==> src/rtl/control_pkg.sv <==
// control_pkg: opcode map and controller states shared by control_fsm and its bus
package control_pkg;
  localparam int unsigned OP_ALU_MAX = 16;
  localparam int unsigned OP_LOADM   = 17;
  localparam int unsigned OP_LOADV   = 18;
  localparam int unsigned OP_STOREM  = 19;
  localparam int unsigned OP_STOREV  = 20;
  localparam int unsigned OP_SLT     = 21;
  localparam int unsigned OP_BEQ     = 22;
  localparam int unsigned OP_RB      = 23;
  localparam int unsigned OP_AB      = 24;
  localparam int unsigned OP_DONE    = 31;
  typedef enum logic [1:0] {IDLE, RUN, WAIT} state_t;
endpackage

==> src/rtl/control_fsm_if.sv <==
// control_fsm_if: instruction/handshake inputs and datapath strobe outputs of control_fsm
interface control_fsm_if #(
  parameter int INSTR_W = 9,
  parameter int OP_W    = 5,
  parameter int CNT_W   = 16
);
  logic [INSTR_W-1:0] instruction;
  logic               req;
  logic [OP_W-1:0]    alu_op;
  logic               reg_write_enable;
  logic               acc_write_enable;
  logic               dat_write_enable;
  logic               compare_enable;
  logic               reljump_enable;
  logic               absjump_enable;
  logic               acc_src;
  logic               pc_reset;
  logic               pc_enable;
  logic               done;
  logic               timeout;
  logic [CNT_W-1:0]   cycle_count;
  modport master (
    output instruction, req,
    input  alu_op, reg_write_enable, acc_write_enable, dat_write_enable, compare_enable,
           reljump_enable, absjump_enable, acc_src, pc_reset, pc_enable, done, timeout, cycle_count
  );
  modport slave (
    input  instruction, req,
    output alu_op, reg_write_enable, acc_write_enable, dat_write_enable, compare_enable,
           reljump_enable, absjump_enable, acc_src, pc_reset, pc_enable, done, timeout, cycle_count
  );
endinterface

==> src/rtl/control_fsm.sv <==
// control_fsm: registered instruction control unit with memory stalls, cycle counter and watchdog
module control_fsm
  import control_pkg::*;
#(
  parameter int INSTR_W    = 9,
  parameter int OP_W       = 5,
  parameter int MEM_LAT    = 1,
  parameter int CNT_W      = 16,
  parameter int MAX_CYCLES = 0
) (
  input logic          clk,
  input logic          reset,
  control_fsm_if.slave bus
);
  localparam int WC_W = MEM_LAT > 2 ? $clog2(MEM_LAT - 1) : 1;
  state_t          r_state, w_next;
  logic [WC_W-1:0]  r_wcnt;
  logic [CNT_W-1:0] r_cnt;
  logic            r_timeout;
  logic [OP_W-1:0]  w_op;
  int unsigned     w_opc;
  logic            w_act, w_wd, w_mem, w_run, w_fin;
  if (MEM_LAT < 1) begin : g_bad_lat
    $error("control_fsm: MEM_LAT must be at least 1");
  end
  assign w_op            = bus.instruction[INSTR_W-1 -: OP_W];
  assign w_opc           = 32'(w_op);
  assign bus.alu_op      = w_op;
  assign bus.pc_reset    = bus.req;
  assign bus.done        = r_state == IDLE;
  assign bus.timeout     = r_timeout;
  assign bus.cycle_count = r_cnt;
  always_comb begin
    w_act = r_state != IDLE;
    w_wd  = MAX_CYCLES != 0 && r_cnt == CNT_W'(MAX_CYCLES - 1);
    w_mem = w_opc == OP_LOADM || w_opc == OP_STOREM;
    w_run = w_act && !bus.req && !w_wd && r_state == RUN;
    w_fin = w_act && !bus.req && !w_wd && (r_state == WAIT ? r_wcnt == '0 : MEM_LAT == 1);
    bus.acc_src          = !(w_act && w_opc == OP_LOADM);
    bus.acc_write_enable = (w_run && (w_opc <= OP_ALU_MAX || w_opc == OP_LOADV || w_opc == OP_SLT))
                           || (w_fin && w_opc == OP_LOADM);
    bus.reg_write_enable = w_run && w_opc == OP_STOREV;
    bus.dat_write_enable = w_fin && w_opc == OP_STOREM;
    bus.compare_enable   = w_run && w_opc == OP_BEQ;
    bus.reljump_enable   = w_run && (w_opc == OP_BEQ || w_opc == OP_RB);
    bus.absjump_enable   = w_run && w_opc == OP_AB;
    bus.pc_enable        = w_mem ? w_fin : w_run && w_opc != OP_DONE;
    w_next = bus.req              ? RUN
           : !w_act || w_wd       ? IDLE
           : r_state == WAIT      ? (r_wcnt == '0 ? RUN : WAIT)
           : w_opc == OP_DONE     ? IDLE
           : w_mem && MEM_LAT > 1 ? WAIT
           : RUN;
  end
  always_ff @(posedge clk) begin
    if (reset) begin
      r_state   <= IDLE;
      r_wcnt    <= '0;
      r_cnt     <= '0;
      r_timeout <= 1'b0;
    end else begin
      r_state   <= w_next;
      r_wcnt    <= bus.req ? '0 : r_state == WAIT ? r_wcnt - WC_W'(1) : WC_W'(MEM_LAT - 2);
      r_cnt     <= bus.req ? '0 : (w_act && !(&r_cnt)) ? r_cnt + CNT_W'(1) : r_cnt;
      r_timeout <= bus.req ? 1'b0 : r_timeout | (w_act && w_wd);
    end
  end
endmodule
==> src/flat_wrapper.sv <==
// flat-port wrapper written by rule: the top's interface ports become plain ports
module control_fsm_flat import control_pkg::*;
#(
  parameter int INSTR_W    = 9,
  parameter int OP_W       = 5,
  parameter int MEM_LAT    = 1,
  parameter int CNT_W      = 16,
  parameter int MAX_CYCLES = 0
)
  (clk, reset, bus_instruction, bus_req, bus_alu_op, bus_reg_write_enable, bus_acc_write_enable, bus_dat_write_enable, bus_compare_enable, bus_reljump_enable, bus_absjump_enable, bus_acc_src, bus_pc_reset, bus_pc_enable, bus_done, bus_timeout, bus_cycle_count);
  control_fsm_if #(.INSTR_W(INSTR_W), .OP_W(OP_W), .CNT_W(CNT_W)) bus_i ();
  input logic clk;
  input logic reset;
  input wire logic [$bits(bus_i.instruction)-1:0] bus_instruction;
  input wire logic [$bits(bus_i.req)-1:0] bus_req;
  output wire logic [$bits(bus_i.alu_op)-1:0] bus_alu_op;
  output wire logic [$bits(bus_i.reg_write_enable)-1:0] bus_reg_write_enable;
  output wire logic [$bits(bus_i.acc_write_enable)-1:0] bus_acc_write_enable;
  output wire logic [$bits(bus_i.dat_write_enable)-1:0] bus_dat_write_enable;
  output wire logic [$bits(bus_i.compare_enable)-1:0] bus_compare_enable;
  output wire logic [$bits(bus_i.reljump_enable)-1:0] bus_reljump_enable;
  output wire logic [$bits(bus_i.absjump_enable)-1:0] bus_absjump_enable;
  output wire logic [$bits(bus_i.acc_src)-1:0] bus_acc_src;
  output wire logic [$bits(bus_i.pc_reset)-1:0] bus_pc_reset;
  output wire logic [$bits(bus_i.pc_enable)-1:0] bus_pc_enable;
  output wire logic [$bits(bus_i.done)-1:0] bus_done;
  output wire logic [$bits(bus_i.timeout)-1:0] bus_timeout;
  output wire logic [$bits(bus_i.cycle_count)-1:0] bus_cycle_count;
  assign bus_i.instruction = bus_instruction;
  assign bus_i.req = bus_req;
  assign bus_alu_op = bus_i.alu_op;
  assign bus_reg_write_enable = bus_i.reg_write_enable;
  assign bus_acc_write_enable = bus_i.acc_write_enable;
  assign bus_dat_write_enable = bus_i.dat_write_enable;
  assign bus_compare_enable = bus_i.compare_enable;
  assign bus_reljump_enable = bus_i.reljump_enable;
  assign bus_absjump_enable = bus_i.absjump_enable;
  assign bus_acc_src = bus_i.acc_src;
  assign bus_pc_reset = bus_i.pc_reset;
  assign bus_pc_enable = bus_i.pc_enable;
  assign bus_done = bus_i.done;
  assign bus_timeout = bus_i.timeout;
  assign bus_cycle_count = bus_i.cycle_count;
  control_fsm #(.INSTR_W(INSTR_W), .OP_W(OP_W), .MEM_LAT(MEM_LAT), .CNT_W(CNT_W), .MAX_CYCLES(MAX_CYCLES)) u_core (.clk(clk), .reset(reset), .bus(bus_i));
endmodule
==> config.mk <==
export PLATFORM = sky130hd
export DESIGN_NAME = control_fsm_flat
export DESIGN_NICKNAME = d
export VERILOG_FILES = /design/src/rtl/control_pkg.sv /design/src/rtl/control_fsm_if.sv /design/src/rtl/control_fsm.sv /design/src/flat_wrapper.sv
export SDC_FILE = /design/constraint.sdc
export NUM_CORES = 1
export LEC_CHECK = 0
export ABC_CLOCK_PERIOD_IN_PS = 2200
export CORE_ASPECT_RATIO = 1.4
export CORE_MARGIN = 3
export CORE_UTILIZATION = 44
export CTS_BUF_LIST = sky130_fd_sc_hd__clkbuf_8
export CTS_CLUSTER_SIZE = 16
export DETAILED_ROUTE_END_ITERATION = 16
export GPL_ROUTABILITY_DRIVEN = 0
export HOLD_SLACK_MARGIN = 0.05
export PLACE_DENSITY = 0.79
export REMOVE_ABC_BUFFERS = 1
export SLEW_MARGIN = 40
export SYNTH_ARGS = -nofsm -noshare
export SYNTH_HDL_FRONTEND = slang
export SYNTH_SLANG_ARGS = --single-unit
export TNS_END_PERCENT = 100
==> constraint.sdc <==
create_clock -name clk -period 2.2 [get_ports clk]
set_input_delay 0.44 -clock clk [delete_from_list [all_inputs] [get_ports clk]]
set_output_delay 0.44 -clock clk [all_outputs]
set_load 0.03 [all_outputs]
Word-level counts from Yosys, hierarchy flattened
Cells that the tools add are included.
{"block": "totals", "out_inout_bits": 32, "ff_bits": 19, "input_bits": 12, "elab_cells": 55}
{"block": "classes", "add_sub_neg": 2, "n_mux": 8, "bitwise": 2, "order_cmp": 1, "n_eq_ne": 12, "reduce_logical": 26}
{"operator": "$eq 5x5->1 const B", "n": 9}
{"operator": "$add 16x1->16 const B", "n": 1}
{"operator": "$reduce_and 16->1", "n": 1}
{"operator": "$logic_and 1x1->1", "n": 13}
{"operator": "$mux 1", "n": 6}
{"operator": "$le 5x5->1 const B", "n": 1}
{"operator": "$logic_or 1x1->1", "n": 5}
{"operator": "$ne 5x5->1 const B", "n": 1}
{"operator": "$mux 2", "n": 2}
{"operator": "$logic_not 1->1", "n": 3}
{"operator": "$reduce_or 3->1", "n": 1}
{"operator": "$eq 2x1->1 const B", "n": 1}
{"operator": "$eq 2x2->1 const B", "n": 1}
{"operator": "$logic_not 2->1", "n": 1}
{"operator": "$not 1->1", "n": 2}
{"operator": "$reduce_bool 2->1", "n": 1}
{"operator": "$reduce_or 2->1", "n": 1}
{"operator": "$sub 1x1->1 const B", "n": 1}

Longest topological paths before layout
Gate-level depths: netlist (run 1).
{"block": "depth", "ltp_word": 5, "mapped_depth": 6, "depth_no_buf": 5}

Worst setup path before layout (run 1)
Ideal clock, no wire load.
{"block": "synth_path", "path_kind": "input port to output port", "startpoint": "in bus_req", "endpoint": "out bus_compare_enable", "path_buffers": 0, "arrival_ns": 1.778, "required_time_ns": 1.760, "path_stages": 4, "slack_ns": -0.018, "path_cell_list": "nor3b_1 > and3_1 > and2_1 > nor2b_1"}
{"block": "synth_via", "elab_chain_len": 4}
{"element": "start, declared", "line": "flat_wrapper.sv:15", "source": "input wire logic [$bits(bus_i.req)-1:0] bus_req;"}
{"element": "$logic_not 1->1", "line": "control_fsm.sv:37", "source": "w_run = w_act && !bus.req && !w_wd && r_state == RUN;"}
{"element": "$logic_and 1x1->1 (2 in series)", "line": "control_fsm.sv:37"}
{"element": "$logic_and 1x1->1", "line": "control_fsm.sv:44", "source": "bus.compare_enable = w_run && w_opc == OP_BEQ;"}
{"element": "end, declared", "line": "flat_wrapper.sv:20", "source": "output wire logic [$bits(bus_i.compare_enable)-1:0] bus_compare_enable;"}
Every way passes these cells.

Worst setup path in the final report (run 1)
{"block": "layout_path", "startpoint": "in bus_instruction[6]", "endpoint": "out bus_acc_write_enable"}
{"block": "layout_via", "elab_chain_len": 5, "word_cells_on_any_way": 9, "cone_classes": "order compare: 1; eq/ne: 3; reduce/logical: 5"}
{"element": "start, declared", "line": "flat_wrapper.sv:14", "source": "input wire logic [$bits(bus_i.instruction)-1:0] bus_instruction;"}
{"element": "$le 5x5->1 / $eq 5x5->1 (equally long branches)", "line": "control_fsm.sv:40", "source": "bus.acc_write_enable = (w_run && (w_opc <= OP_ALU_MAX || w_opc == OP_LOADV || w_opc == OP_SLT))"}
{"element": "$logic_or 1x1->1 (2 in series)", "line": "control_fsm.sv:40"}
{"element": "$logic_and 1x1->1", "line": "control_fsm.sv:40"}
{"element": "$logic_or 1x1->1 *", "line": "control_fsm.sv:41", "source": "|| (w_fin && w_opc == OP_LOADM);"}
{"element": "end, declared", "line": "flat_wrapper.sv:18", "source": "output wire logic [$bits(bus_i.acc_write_enable)-1:0] bus_acc_write_enable;"}
Every way passes the cells marked *; elsewhere a longest branch is shown, timed or not.

==> results.py, run 1 <==
metrics = {
    "grt": {
        "grt_pass1_vias": 1155,
        "grt_overflow_total": 0,
        "antenna_found_initial": 0,
        "grt_pass1_wl_um": 5350,
        "grt_max_degree": 12,
        "grt_usage_pct": 21.3,
    },
    "cts": {
        "clk_pin_slew_ns": 0.07,
        "clk_latency_ns": 0.26,
        "numCtsBuffers": 3,
        "clockBufferDepth": 2,
        "holdBufCountCts": 0,
        "postCtsSetupBuffers": 0,
        "clock_sinks": 19,
        "cts_tree": "yes",
        "htreeDepth": 1,
        "clockRootBuffer": "clkbuf_8",
    },
    "finish": {
        "multi_input_area_um2": 681,
        "stdcell_count": 223,
        "drive_gt1_share_pct": 20.0,
        "area_delta_synth_final_pct": 48.9,
        "final_cell_mix": "buf_4, clkdlybuf4s50_1, dfxtp_1",
        "final_common_cell": "buf_4",
        "num_antenna_cells": 0,
        "seq_area_um2": 380,
        "nFillCells": 184,
        "fin_nets": 204,
    },
    "timing": {
        "skew_ns": 0.00127,
        "finalSetupViolations": 0,
        "rsz0062_at_grt": "false",
        "slew_violations": 0,
        "period_share_pct": 97.3,
        "layout_min_cycle_time_ns": 2.14,
        "hold_viol_final": 0,
        "fmax_mhz": 467,
        "finalWorstSetupSlack_ns": 0.0588,
    },
    "route": {
        "drcViolationCount": 0,
        "drt-initial-drc-count": 39,
        "drt_pre_antenna_iters": 4,
        "viasPerCell": 5.57,
        "num_vias": 1243,
        "antenna_left": 0,
        "routed_wirelength_um": 3140,
        "wire_per_inst_um": 14.1,
    },
    "critical_path": {
        "max_stage_delay_ns": 0.41,
        "cp_top_family": "simple AND/OR/NAND/NOR gates",
        "cp.buffers_inverters": 3,
        "path_class": "primary input to output pin",
        "crit_arrival_ns": 1.70,
        "critPathMaxFanout": 3,
        "crit_path_top_delay_cell": "or3_4",
        "end_kind": "output pin",
        "worstPathRequired_ns": 1.76,
        "path_cells": "dlygate4sd2_1, nand3b_1, buf_4, or3_4, o2bb2ai_4, buf_6",
        "startpoint_type": "primary input",
    },
    "pwr": {
        "p_leak_nw": 0.616,
        "p_per_area_nw_per_um2": 427,
        "irDropWorstVdd_v": 0.000502,
    },
    "floorplan": {
        "num_io_pins": 44,
        "rows": 20,
        "start_util_pct": 48.8,
        "die-area_um2": 3180,
        "placeableCoreArea_um2": 2280,
        "die_h_um": 65.5,
        "die_w_um": 48.5,
    },
    "synth": {
        "yosys_warnings": 0,
        "syn_area_per_cell_um2": 7.83,
        "ys_seq_elements": 19,
        "synthDistinctLibCells": 37,
        "seq_area_frac_synth_pct": 34.2,
        "synth_cells": 142,
        "synth.cell_area_um2": 1110,
    },
    "placed_design": {
        "dp_hpwl_um": 2360,
        "dp.cells": 219,
        "place.port_buffers": 38,
        "preCtsSetupSlack_ns": -0.334,
    },
    "run_status": {
        "status": "finished clean",
    },
    "worst_hold_path": {
        "hp-class": "flip-flop to flip-flop",
    },
    "flow_run": {
        "cap_violations": 0,
    },
}
path summary, 6_finish.rpt:
path	startpoint	endpoint	slack, ns	cells after the start
setup reg to reg	u_core.bus.cycle_count[6]	u_core.bus.cycle_count[13]	0.21	4
hold reg to reg	u_core.r_wcnt	u_core.r_state[1]	0.47	2
hold / removal	u_core.r_wcnt	u_core.r_state[1]	0.47	2
setup / recovery	bus_instruction[6]	bus_acc_write_enable	0.06	6
final cells by class:
type / instances / area share [%]
Clock buffer: 3 / 2.49
Clock inverter: 1 / 0.227
Inverter: 4 / 0.906
Multi-Input combinational cell: 107 / 41.1
Sequential cell: 19 / 23.0
Tap cell: 33 / 2.49
Timing Repair Buffer: 56 / 29.8
repair_timing:
action,in CTS,in global routing
setup endpoints to repair,6,6
resized for setup,14,7
pin swaps,4,3
worst register-to-register path, stage by stage (launching register included):
cell     delay (ns)
dfxtp_1        0.41
nand3_1        0.18
or4_1          0.68
or4_1          0.51
a21oi_1        0.15
cell usage after synthesis, drive strengths merged:
cell / instances / area, um^2
or2: 1 / 6.26
or3: 8 / 50.1
a31oi: 1 / 6.26
and4: 1 / 8.76
o41ai: 3 / 26.3
o31ai: 5 / 37.5
or4: 6 / 45.0
inv: 4 / 15.0
conb: 1 / 3.75
nor4: 4 / 31.3
a41o: 1 / 10.0
o21ai: 6 / 30.0
xor2: 1 / 8.76
nor3b: 2 / 15.0
mux2i: 1 / 10.0
nor2b: 2 / 12.5
nor2: 12 / 47.6
buf: 10 / 67.6
o21a: 3 / 22.5
o311ai: 1 / 8.76
nand2: 9 / 33.8
and2: 3 / 18.8
nand4: 4 / 25.0
nand3b: 1 / 7.51
ha: 1 / 12.5
a21oi: 13 / 65.1
o2bb2ai: 1 / 8.76
nand3: 8 / 40.0
or4b: 1 / 10.0
and3: 4 / 25.0
dfxtp: 19 / 380
nor3: 3 / 15.0
clkbuf: 2 / 7.51
kinds of logic after synthesis:
logic type | Yosys count | share of synthesized area [%]
simple gates | 69 | 35.2
other cells | 1 | 0.337
compound gates | 34 | 19.3
flops | 19 | 34.2
fa+ha+maj | 1 | 1.12
buf+inv | 16 | 8.10
xor+xnor | 1 | 0.788
mux | 1 | 0.900
registers in the layout, summed over array words and instances, names as in the netlist:
name                    count
u_core.r_wcnt               1
u_core.r_state              2
u_core.bus.cycle_count     16
stage by stage:
stage / utilization, % / TNS (ns) / power, mW / hold slack [ns] / cell area, um^2
after global routing: 72.7 / 0 / 0.738 / 0.507 / 1660
after global placement: 69.1 / -0.989 / 0.470 / 0.457 / 1570
after detailed placement: 69.1 / -1.20 / 0.471 / 0.465 / 1570
after CTS: 72.7 / 0 / 0.709 / 0.475 / 1660
final: 72.7 / 0 / 0.707 / 0.472 / 1660
after floorplan: - / -0.0179 / 0.395 / 0.446 / 1040
report_power, final:
group	switching (mW)	total (mW)	internal [mW]
Clock	0.115	0.239	0.124
Sequential	0.00286	0.350	0.347
Combinational	0.0656	0.118	0.0522
per-layer routing:
layer | vias to the layer above | global-route usage (%) | wire length [um]
li1 | 623 | - | -
met1 | 574 | 23.0 | 1220
met2 | 41 | 41.6 | 1730
met3 | 5 | 3.17 | 150
met4 | 0 | 7.83 | 46
met5 | - | 0 | 0
No activity file was read; power rests on OpenSTA's default activity.
==> run 2: changes to the inputs <==
ABC_AREA = 1   (was not set)
CORE_UTILIZATION = 45   (was 44)
CTS_BUF_LIST = sky130_fd_sc_hd__clkbuf_16   (was sky130_fd_sc_hd__clkbuf_8)
PLACE_DENSITY = 0.78   (was 0.79)
==> results.py, run 2 <==
metrics = {
    "floorplan": {
        "placeableCoreArea_um2": 2640,
        "num_io_pins": 44,
        "die_h_um": 68.5,
        "die_w_um": 50.6,
        "start_util_pct": 47.5,
        "die-area_um2": 3470,
        "rows": 22,
    },
    "pwr": {
        "swShare_pct": 23.7,
        "p_switching_uw": 198,
        "combPwrFrac_pct": 14.0,
        "p_per_area_nw_per_um2": 488,
        "p_leak_nw": 0.662,
        "seqPwrFrac_pct": 42.0,
        "irDropWorstVdd_v": 0.000321,
        "p_clk_share_pct": 44.0,
        "intPower_uw": 638,
        "p_total_uw": 836,
    },
    "timing": {
        "finalWorstSetupSlack_ns": 0.0546,
        "skew_ns": 0.00371,
        "layout_min_cycle_time_ns": 2.15,
        "rsz0062_at_grt": "false",
        "setup-tns-final_ns": 0,
        "fmax_mhz": 466,
        "finalSetupViolations": 0,
        "period_share_pct": 97.5,
        "hold_viol_final": 0,
        "slew_violations": 0,
    },
    "route": {
        "drcViolationCount": 0,
        "drt_pre_antenna_iters": 5,
        "routed_wirelength_um": 3000,
        "drt-initial-drc-count": 31,
        "viasPerCell": 5.02,
        "antenna_left": 0,
        "num_vias": 1385,
        "wire_per_inst_um": 10.9,
    },
    "cts": {
        "clockBufferDepth": 2,
        "htreeDepth": 1,
        "clk_latency_ns": 0.25,
        "clk_pin_slew_ns": 0.05,
        "cts_resized": 0,
        "postCtsSetupBuffers": 0,
        "clock_sinks": 19,
        "holdBufCountCts": 0,
        "cts_tree": "yes",
        "clockRootBuffer": "clkbuf_16",
        "numCtsBuffers": 3,
    },
    "placed_design": {
        "place.port_buffers": 38,
        "postPlaceCellArea_um2": 1620,
        "preCtsSetupSlack_ns": 0.0273,
        "dp_hpwl_um": 2250,
    },
    "finish": {
        "fin_nets": 254,
        "final_common_cell": "nand2_1",
        "final_cell_mix": "nand2_1, nor2_1, clkdlybuf4s50_1",
        "drive_gt1_share_pct": 12.1,
        "num_antenna_cells": 0,
        "largest_reg_flops": 16,
        "nFillCells": 262,
        "area_delta_synth_final_pct": 36.5,
        "stdcell_area_um2": 1710,
    },
    "synth": {
        "netlist.area_leader.share_pct": 30.3,
        "synth.cell_area_um2": 1250,
        "ys.flop_type": "dfxtp_1",
        "synthTopCellsByArea": "dfxtp_1, nand2_1, nor2_1",
        "async_reset_ff_share_pct": 0,
        "yosysTopAreaCell": "dfxtp_1",
        "synthTopCellsByCount": "nand2_1, nor2_1, nand3_1, dfxtp_1, inv_1",
        "synth_edf_count": 0,
        "synthDistinctLibCells": 22,
        "yosys_warnings": 0,
        "seq_area_frac_synth_pct": 30.3,
        "ys_seq_elements": 19,
        "synth_cells": 203,
        "syn_area_per_cell_um2": 6.18,
    },
    "grt": {
        "grt_max_degree": 23,
        "grt_overflow_total": 0,
        "antenna_found_initial": 0,
        "grt_pass1_wl_um": 5240,
        "grt_pass1_vias": 1317,
        "grt_usage_pct": 19.5,
    },
    "critical_path": {
        "crit_arrival_ns": 1.71,
        "path_cells": "clkdlybuf4s50_1, clkdlybuf4s50_1",
        "critPathMaxFanout": 5,
        "max_stage_delay_ns": 0.71,
        "startpoint_type": "primary input",
        "cp.buffers_inverters": 2,
        "path_class": "primary input to output pin",
        "crit_top_cell": "clkdlybuf4s50_1",
        "r2r_slack_ns": 0.68,
        "cp_top_family": "buffers and inverters",
        "crit_path_top_delay_cell": "clkdlybuf4s50_1",
        "end_kind": "output pin",
        "worstPathRequired_ns": 1.76,
    },
    "worst_hold_path": {
        "hp-class": "flip-flop to flip-flop",
    },
    "flow_run": {
        "cap_violations": 0,
    },
    "run_status": {
        "status": "finished clean",
    },
}
==> run 2: cell count changes after synthesis, moves of 6 or more <==
cell,before,now
nand3_1,8,25
nor2_1,11,46
inv_1,4,19
or4_1,6,0
nand2_1,9,46
or3_1,8,0
==> run 2: logic make-up (layout without fill, tap and decap cells) <==
group           after synthesis  in the layout  share of synthesized area [%]
compound gates               14             14                           5.78
buf+inv                      30             67                           12.5
simple gates                138            138                           50.2
flops                        19             19                           30.3
fa+ha+maj                     1              1                          0.997
other cells                   1              1                          0.299
==> run 2: through the flow <==
| step | utilization [%] | hold slack [ns] | instances |
|---|---|---|---|
| after floorplan | - | 0.462 | 192 |
| after global placement | 61.3 | 0.475 | 272 |
| after detailed placement | 61.3 | 0.491 | 272 |
| after CTS | 64.3 | 0.493 | 276 |
| after global routing | 64.8 | 0.530 | 276 |
| final | 64.8 | 0.487 | 276 |
==> run 2: power groups by stage <==
| stage | sequential [mW] | combinational [mW] | clock [mW] |
|---|---|---|---|
| 2_1_floorplan | 0.361 | 0.0442 | 0 |
| 3_3_place_gp | 0.359 | 0.115 | 0 |
| 3_5_place_dp | 0.359 | 0.116 | 0 |
| 4_1_cts | 0.351 | 0.116 | 0.374 |
| 5_1_grt | 0.352 | 0.129 | 0.386 |
| 6_report | 0.351 | 0.117 | 0.368 |
==> run 2: final timing paths <==
path | start | end | cells past startpoint
hold reg to reg | u_core.r_wcnt | u_core.r_state[1] | 2
hold / removal | u_core.r_wcnt | u_core.r_state[1] | 2
setup reg to reg | u_core.bus.cycle_count[0] | u_core.bus.cycle_count[15] | 6
setup / recovery | bus_instruction[4] | bus_alu_op[0] | 2
==> run 2: metal layers <==
metal	vias to the layer above	GRT usage (%)	part of all wire [%]	wire length (um)
li1	716	-	-	-
met1	618	20.5	43	1280
met2	45	36.8	50	1500
met3	6	4.58	5.8	174
met4	0	8.08	1.6	48
met5	-	0	0	0
==> run 2: final cells by class <==
cell class | instances | area [um^2] | area share (%)
inverter | 19 | 71.3 | 4.16
tap | 36 | 45.0 | 2.63
multi-input combinational | 154 | 727 | 42.4
clock buffer | 3 | 75.1 | 4.38
timing repair buffer | 44 | 410 | 24.0
sequential | 19 | 380 | 22.2
clock inverter | 1 | 3.75 | 0.219
==> run 2: worst register-to-register path: stages (launching register included) <==
cell	delay, ns
dfxtp_1	0.41
ha_1	0.18
inv_1	0.06
nor2_2	0.17
nand4_4	0.29
a21oi_1	0.24
nor2_1	0.06
==> run 3: changes to the inputs <==
SLEW_MARGIN = 20   (was 40)
==> results of run 3 <==
Final layout, timing and power as in run 2 (identical DEF).
